`src/rtl/uart_rx_buffer.sv`:
```
// uart_rx_buffer: 8N1 UART receiver feeding a show-ahead receive FIFO, with
// sticky overrun/framing flags and an active-low interrupt request.
//
// Parameters
//   CLKS_PER_BIT  clk cycles per serial bit (8..65535)
//   FIFO_DEPTH    receive FIFO entries (power of two, 2..64)
// Ports
//   clk           single clock, rising edge
//   reset         asynchronous, active-high
//   i_UART_TX     serial line, idle high (asynchronous to clk)
//   i_rd_strobe   one-clk pulse, pops the FIFO head
//   i_clr_errors  one-clk pulse, clears sticky overrun/framing flags
//   i_irq_en      interrupt enable
//   o_rx_data     FIFO head byte, 8'h00 when empty
//   o_rx_status   {3'b0, busy, framing, overrun, full, data_available}
//   o_IRQ         registered active-low interrupt request
module uart_rx_buffer #(
  parameter int CLKS_PER_BIT = 289,
  parameter int FIFO_DEPTH   = 16
) (
  input  logic       clk,
  input  logic       reset,
  input  logic       i_UART_TX,
  input  logic       i_rd_strobe,
  input  logic       i_clr_errors,
  input  logic       i_irq_en,
  output logic [7:0] o_rx_data,
  output logic [7:0] o_rx_status,
  output logic       o_IRQ
);

  localparam int PTR_W = $clog2(FIFO_DEPTH);
  localparam int CNT_W = PTR_W + 1;
  localparam logic [15:0]      BIT_LAST  = 16'(CLKS_PER_BIT - 1);
  localparam logic [15:0]      HALF_LAST = 16'(CLKS_PER_BIT / 2 - 1);
  localparam logic [CNT_W-1:0] FULL_CNT  = CNT_W'(FIFO_DEPTH);

  typedef enum logic [2:0] {IDLE, START, DATA, STOP, WAIT_IDLE} state_t;

  logic             rx_p0, rx_p1;
  logic             vld_p0, vld_p1;
  logic             armed;
  state_t           state;
  logic [15:0]      timer;
  logic [2:0]       bit_idx;
  logic [7:0]       shift_reg;
  logic [7:0]       mem [FIFO_DEPTH];
  logic [PTR_W-1:0] wr_ptr, rd_ptr;
  logic [CNT_W-1:0] count;
  logic             ovr_flag, frm_flag;
  logic             irq_n;

  logic data_tick, stop_tick, push_req, frame_set;
  logic empty, full, pop_ok, push_ok, ovr_set;

  // ---- stage p0/p1: line synchronizer ----
  // vld_pN marks when rx_pN holds a real line sample rather than its reset
  // value. The receiver only arms after seeing a genuine idle-high level, so
  // releasing reset while the line is low mid-frame cannot fake a start bit.
  always_ff @(posedge clk or posedge reset) begin
    if (reset) begin
      rx_p0  <= 1'b1;
      rx_p1  <= 1'b1;
      vld_p0 <= 1'b0;
      vld_p1 <= 1'b0;
      armed  <= 1'b0;
    end else begin
      rx_p0  <= i_UART_TX;
      rx_p1  <= rx_p0;
      vld_p0 <= 1'b1;
      vld_p1 <= vld_p0;
      if (vld_p1 && rx_p1) armed <= 1'b1;
    end
  end

  // ---- receiver FSM ----
  assign data_tick = (state == DATA) && (timer == BIT_LAST);
  assign stop_tick = (state == STOP) && (timer == BIT_LAST);
  assign push_req  = stop_tick && rx_p1;
  assign frame_set = stop_tick && !rx_p1;

  always_ff @(posedge clk or posedge reset) begin
    if (reset) begin
      state   <= IDLE;
      timer   <= '0;
      bit_idx <= '0;
    end else begin
      case (state)
        IDLE: begin
          if (armed && !rx_p1) begin
            state <= START;
            timer <= '0;
          end
        end
        START: begin
          if (timer == HALF_LAST) begin
            // A start bit that is gone by mid-bit is treated as a glitch.
            state   <= rx_p1 ? IDLE : DATA;
            timer   <= '0;
            bit_idx <= '0;
          end else begin
            timer <= timer + 1'b1;
          end
        end
        DATA: begin
          if (timer == BIT_LAST) begin
            timer <= '0;
            if (bit_idx == 3'd7) state <= STOP;
            else bit_idx <= bit_idx + 1'b1;
          end else begin
            timer <= timer + 1'b1;
          end
        end
        STOP: begin
          if (timer == BIT_LAST) begin
            timer <= '0;
            state <= rx_p1 ? IDLE : WAIT_IDLE;
          end else begin
            timer <= timer + 1'b1;
          end
        end
        WAIT_IDLE: begin
          // Hold here through a break so it reports one framing error only.
          if (rx_p1) state <= IDLE;
        end
        default: state <= IDLE;
      endcase
    end
  end

  always_ff @(posedge clk) begin
    if (data_tick) shift_reg[bit_idx] <= rx_p1;
  end

  // ---- receive FIFO ----
  assign empty   = (count == '0);
  assign full    = (count == FULL_CNT);
  assign pop_ok  = i_rd_strobe && !empty;
  // A pop in the same cycle frees the slot, so a full FIFO still accepts.
  assign push_ok = push_req && (!full || pop_ok);
  assign ovr_set = push_req && full && !pop_ok;

  always_ff @(posedge clk) begin
    if (push_ok) mem[wr_ptr] <= shift_reg;
  end

  always_ff @(posedge clk or posedge reset) begin
    if (reset) begin
      wr_ptr   <= '0;
      rd_ptr   <= '0;
      count    <= '0;
      ovr_flag <= 1'b0;
      frm_flag <= 1'b0;
      irq_n    <= 1'b1;
    end else begin
      if (push_ok) wr_ptr <= wr_ptr + 1'b1;
      if (pop_ok)  rd_ptr <= rd_ptr + 1'b1;
      case ({push_ok, pop_ok})
        2'b10:   count <= count + 1'b1;
        2'b01:   count <= count - 1'b1;
        default: count <= count;
      endcase
      // A new error in the clear cycle wins over the clear.
      if (ovr_set)           ovr_flag <= 1'b1;
      else if (i_clr_errors) ovr_flag <= 1'b0;
      if (frame_set)         frm_flag <= 1'b1;
      else if (i_clr_errors) frm_flag <= 1'b0;
      irq_n <= !(i_irq_en && (!empty || ovr_flag));
    end
  end

  // ---- outputs ----
  assign o_rx_data   = empty ? 8'h00 : mem[rd_ptr];
  assign o_rx_status = {3'b000, (state != IDLE), frm_flag, ovr_flag, full, !empty};
  assign o_IRQ       = irq_n;

endmodule
```
`config.mk`:
```
export PLATFORM = sky130hd
export DESIGN_NAME = uart_rx_buffer
export DESIGN_NICKNAME = d
export VERILOG_FILES = /design/src/rtl/uart_rx_buffer.sv
export SDC_FILE = /design/constraint.sdc
export NUM_CORES = 1
export LEC_CHECK = 0
export CAP_MARGIN = 20
export CORE_MARGIN = 8
export CORE_UTILIZATION = 46
export DETAILED_ROUTE_END_ITERATION = 6
export MAX_ROUTING_LAYER = met4
export PLACE_DENSITY = 0.61
export SLEW_MARGIN = 10
export SYNTH_ARGS = -nofsm -noshare
export SYNTH_HDL_FRONTEND = slang
export SYNTH_SLANG_ARGS = --single-unit
```
`constraint.sdc`:
```
create_clock -name clk -period 3.47 [get_ports clk]
set_input_delay 0.5205 -clock clk [delete_from_list [all_inputs] [get_ports clk]]
set_output_delay 0.5205 -clock clk [all_outputs]
set_load 0.03 [all_outputs]
```
==> metrics.md <==
| Metric | Value |
|---|---|
| Status | finished, final reports clean |
| FF-to-FF path depth | 6 |
| Ant diodes | 0 |
| Grt total ovfl | 0 |
| RSZ-0062 raised after global routing | no |
| Mapped cell area | between 7000 and 8000 um^2 |
| Synth Warn # | 0 |
| Clk_skew | 0.00714 ns |
| Hold Path Depth | 0 |
| Setup TNS | 0 ns |
| Highest-delay cell along the critical path | clkdlybuf4s50_1 |
| Place WS | about 0.53 ns |
| Starting DRT DRC Count | 352 |
| Die height | 145 um |
| Tcrit/Tclk final | 96.9% |
| Post-synth top flop | edfxtp_1 |
| Final hold vios | 0 |
| First-pass GRT wire length | 24300 um |
| Slew headroom | approximately 37% |
| Vias | 4138 |
| Worst Hold Launch | vld_p0 |
| Pin count of the biggest net entering global routing | 44 |
| Worst skew pair latency | 0.43 ns |
| Num ports | 23 |
| Worst-Margin Slew | 0.945 ns |
| Critical path class | flop to primary output |
| Most frequent CP cell | mux4_2 |
| DR WL/cell | 20.5 um |
| Dpl hpwl | 9910 um |
| Row cnt | 47 |
| Num CTS Buffers | 17 |
| Number of max-cap violations | 0 |
| Port Buffers | 19 |
| Static leakage | 3.13 nW |
| Switching pwr | 0.00178 W |
| RR Endpoint | mem[12][5] |
| Post_cts resized | 0 |
| PnR worst setup slack | ~0.11 ns |
| Fin crit period | 3.36 ns |
| Met2 Usage GRT | a little under a quarter |
| GRT Total Usage | 15.6% |
| Most frequent cells in the layout | 136 x edfxtp_1, 40 x mux4_2, 39 x dfrtp_1, 26 x and2_1, 24 x nand2_1 |
| Hold WC Path Type | flop to flop |
| Clk sink count | 179 |
| Required @ worst endpoint | 2.95 ns |
| Sequential-to-total area share from yosys stat | 67.5% |
| Ys async rst share | 24.0% |
| CTS tree | built |
| Mean post-synth cell area | 16.1 um^2 |
| # DRC | 0 |
| Pwr Density | 712 nW/um^2 |
| Sw Share | 28.3% |
| Antenna Nets Post-Route | 0 |
| Area added between synthesis and finish | 15.3% |
| Clock power share | between 30% and 40% |
| Max incr delay on CP | 0.60 ns |
| CP Cell Sequence | buf_12, mux4_2, mux4_2, and2_1, clkdlybuf4s50_1 |
| Startpoint class of the critical path | flop |
| Initial Utilization | 46.6% |
| EDFF count, synth | 136 |
| Vias in the first global route | 4209 |
| Met1 global-route usage | 20.4% |
| Worst-path clk slew | 0.06 ns |
| Max FFs per register | 128 |
| Ratio of cells with drive above 1 in the final layout | 20.2% |
| Max Slew Vio Count | 0 |
| Antenna violations before repair | 0 |
| Met3 usage | 3.17% |
| Root Driver | clkbuf_16 |
| Post-CTS Hold Buffers | 0 |
| Mapped Cells | 474 |
| CP endpoint kind | primary output |
| Maximum vdd drop | 376 uV |
| Synth cell types | 55 |
| DR vias/cell | 5.55 |
| Worst reg-to-reg setup slack | between 0.5 and 0.6 ns |
| Flops & latches, synth | 179 |
| Grt peak-use layer | met2 |
| GPL Wtd Cong | ~0.80 |
| Final Setup Violations | 0 |
| Seq pwr share | 39.7% |
| Post-CTS Setup Inserts | 0 |
| CP Max Fanout | 17 |
| Die X-Extent | 145 um |
| Die ar. | 21000 um^2 |
| Clock Path Buffers | 2 |
| Hold worst-path end | vld_p1 |
| Crit-path leading delay family | multiplexers |
| H-tree levels | 4 |
| Worst EP arrival | 2.84 ns |
| Most common cell after layout, fill and taps aside | edfxtp_1 |
| Max Fclk | 297 MHz |
| Routed Wire Length | 15200 um |
| Worst R2R Start | timer[7] |
| P_int | 0.00451 W |
| Pre-antenna DRT Iters | 4 |
| Logic pwr share | 28.3% |
| WP buf/inv | 2 |
| Net count, final | 531 |
| Core Area | 16400 um^2 |
final cells by class:
| cell class | instances | area, um^2 |
|---|---|---|
| well taps | 220 | 275 |
| flip-flops and latches | 179 | 5160 |
| inverters | 21 | 78.8 |
| clock buffers | 17 | 425 |
| fillers | 1283 | 7590 |
| clock inverters | 15 | 205 |
| multi-input cells | 253 | 2300 |
| repair buffers | 40 | 373 |
Yosys cell counts, drive strengths merged (6+ instances only):
master  number  area [um^2]
nand2       25         96.4
nand3        7         35.0
clkbuf       8         30.0
buf         15         90.1
mux4        40          901
a31oi        7         43.8
a21oi       11         55.1
nor2        21         78.8
a21o         9         67.6
xnor2       11         96.3
dfrtp       40         1000
o21ai       14         70.1
ha          12          150
edfxtp     136         4080
and2        26          163
nor3         6         30.0
inv         21         78.8
nand4        6         37.5
routing by layer:
metal	routed length, um	share of wire [%]	vias to the layer above
met2	7540	50	101
li1	-	-	1892
met4	253	1.7	0
met5	0	0	-
met3	672	4.4	17
met1	6770	44	2128
per-stage QoR:
stage / instances / cell area [um^2] / hold WS [ns] / utilization (%) / total power, W
after detailed placement: 713 / 8190 / 0.340 / 49.9 / 0.00434
after CTS: 745 / 8820 / 0.355 / 53.8 / 0.00636
after floorplan: 476 / 7660 / 0.331 / - / 0.00382
after global routing: 745 / 8820 / 0.370 / 53.8 / 0.00657
final: 745 / 8820 / 0.352 / 53.8 / 0.00628
after global placement: 713 / 8190 / 0.335 / 49.9 / 0.00433
how the worst max path moves through the flow:
stage | from | to | slack [ns] | cells after the start
after floorplan | timer[7] | count[4] | 0.87 | 9
after global placement | rd_ptr[0] | o_rx_data[0] | 0.54 | 5
after detailed placement | rd_ptr[0] | o_rx_data[5] | 0.53 | 5
after CTS | rd_ptr[0] | o_rx_data[5] | 0.07 | 5
after global routing | rd_ptr[0] | o_rx_data[5] | 0.03 | 5
final | rd_ptr[0] | o_rx_data[5] | 0.11 | 5
power groups by stage:
stage	logic, W	registers, W	clock network [W]
after CTS	0.00181	0.00249	0.00206
after floorplan	0.00136	0.00246	0
after global placement	0.00179	0.00254	0
final	0.00178	0.00249	0.00202
after global routing	0.00193	0.00250	0.00214
after detailed placement	0.00180	0.00254	0
kinds of logic after synthesis:
group | after synthesis | share of synthesized area (%)
adders and majority gates | 13 | 2.22
xor gates and xnor gates | 13 | 1.49
AOI/OAI and AO/OA | 54 | 4.63
muxes | 44 | 12.3
DFF | 179 | 67.5
other | 2 | 0.0981
and+or+nand+nor | 125 | 9.17
buffers and inverters | 44 | 2.60
Note: power is estimated with default switching activity, not from simulation.
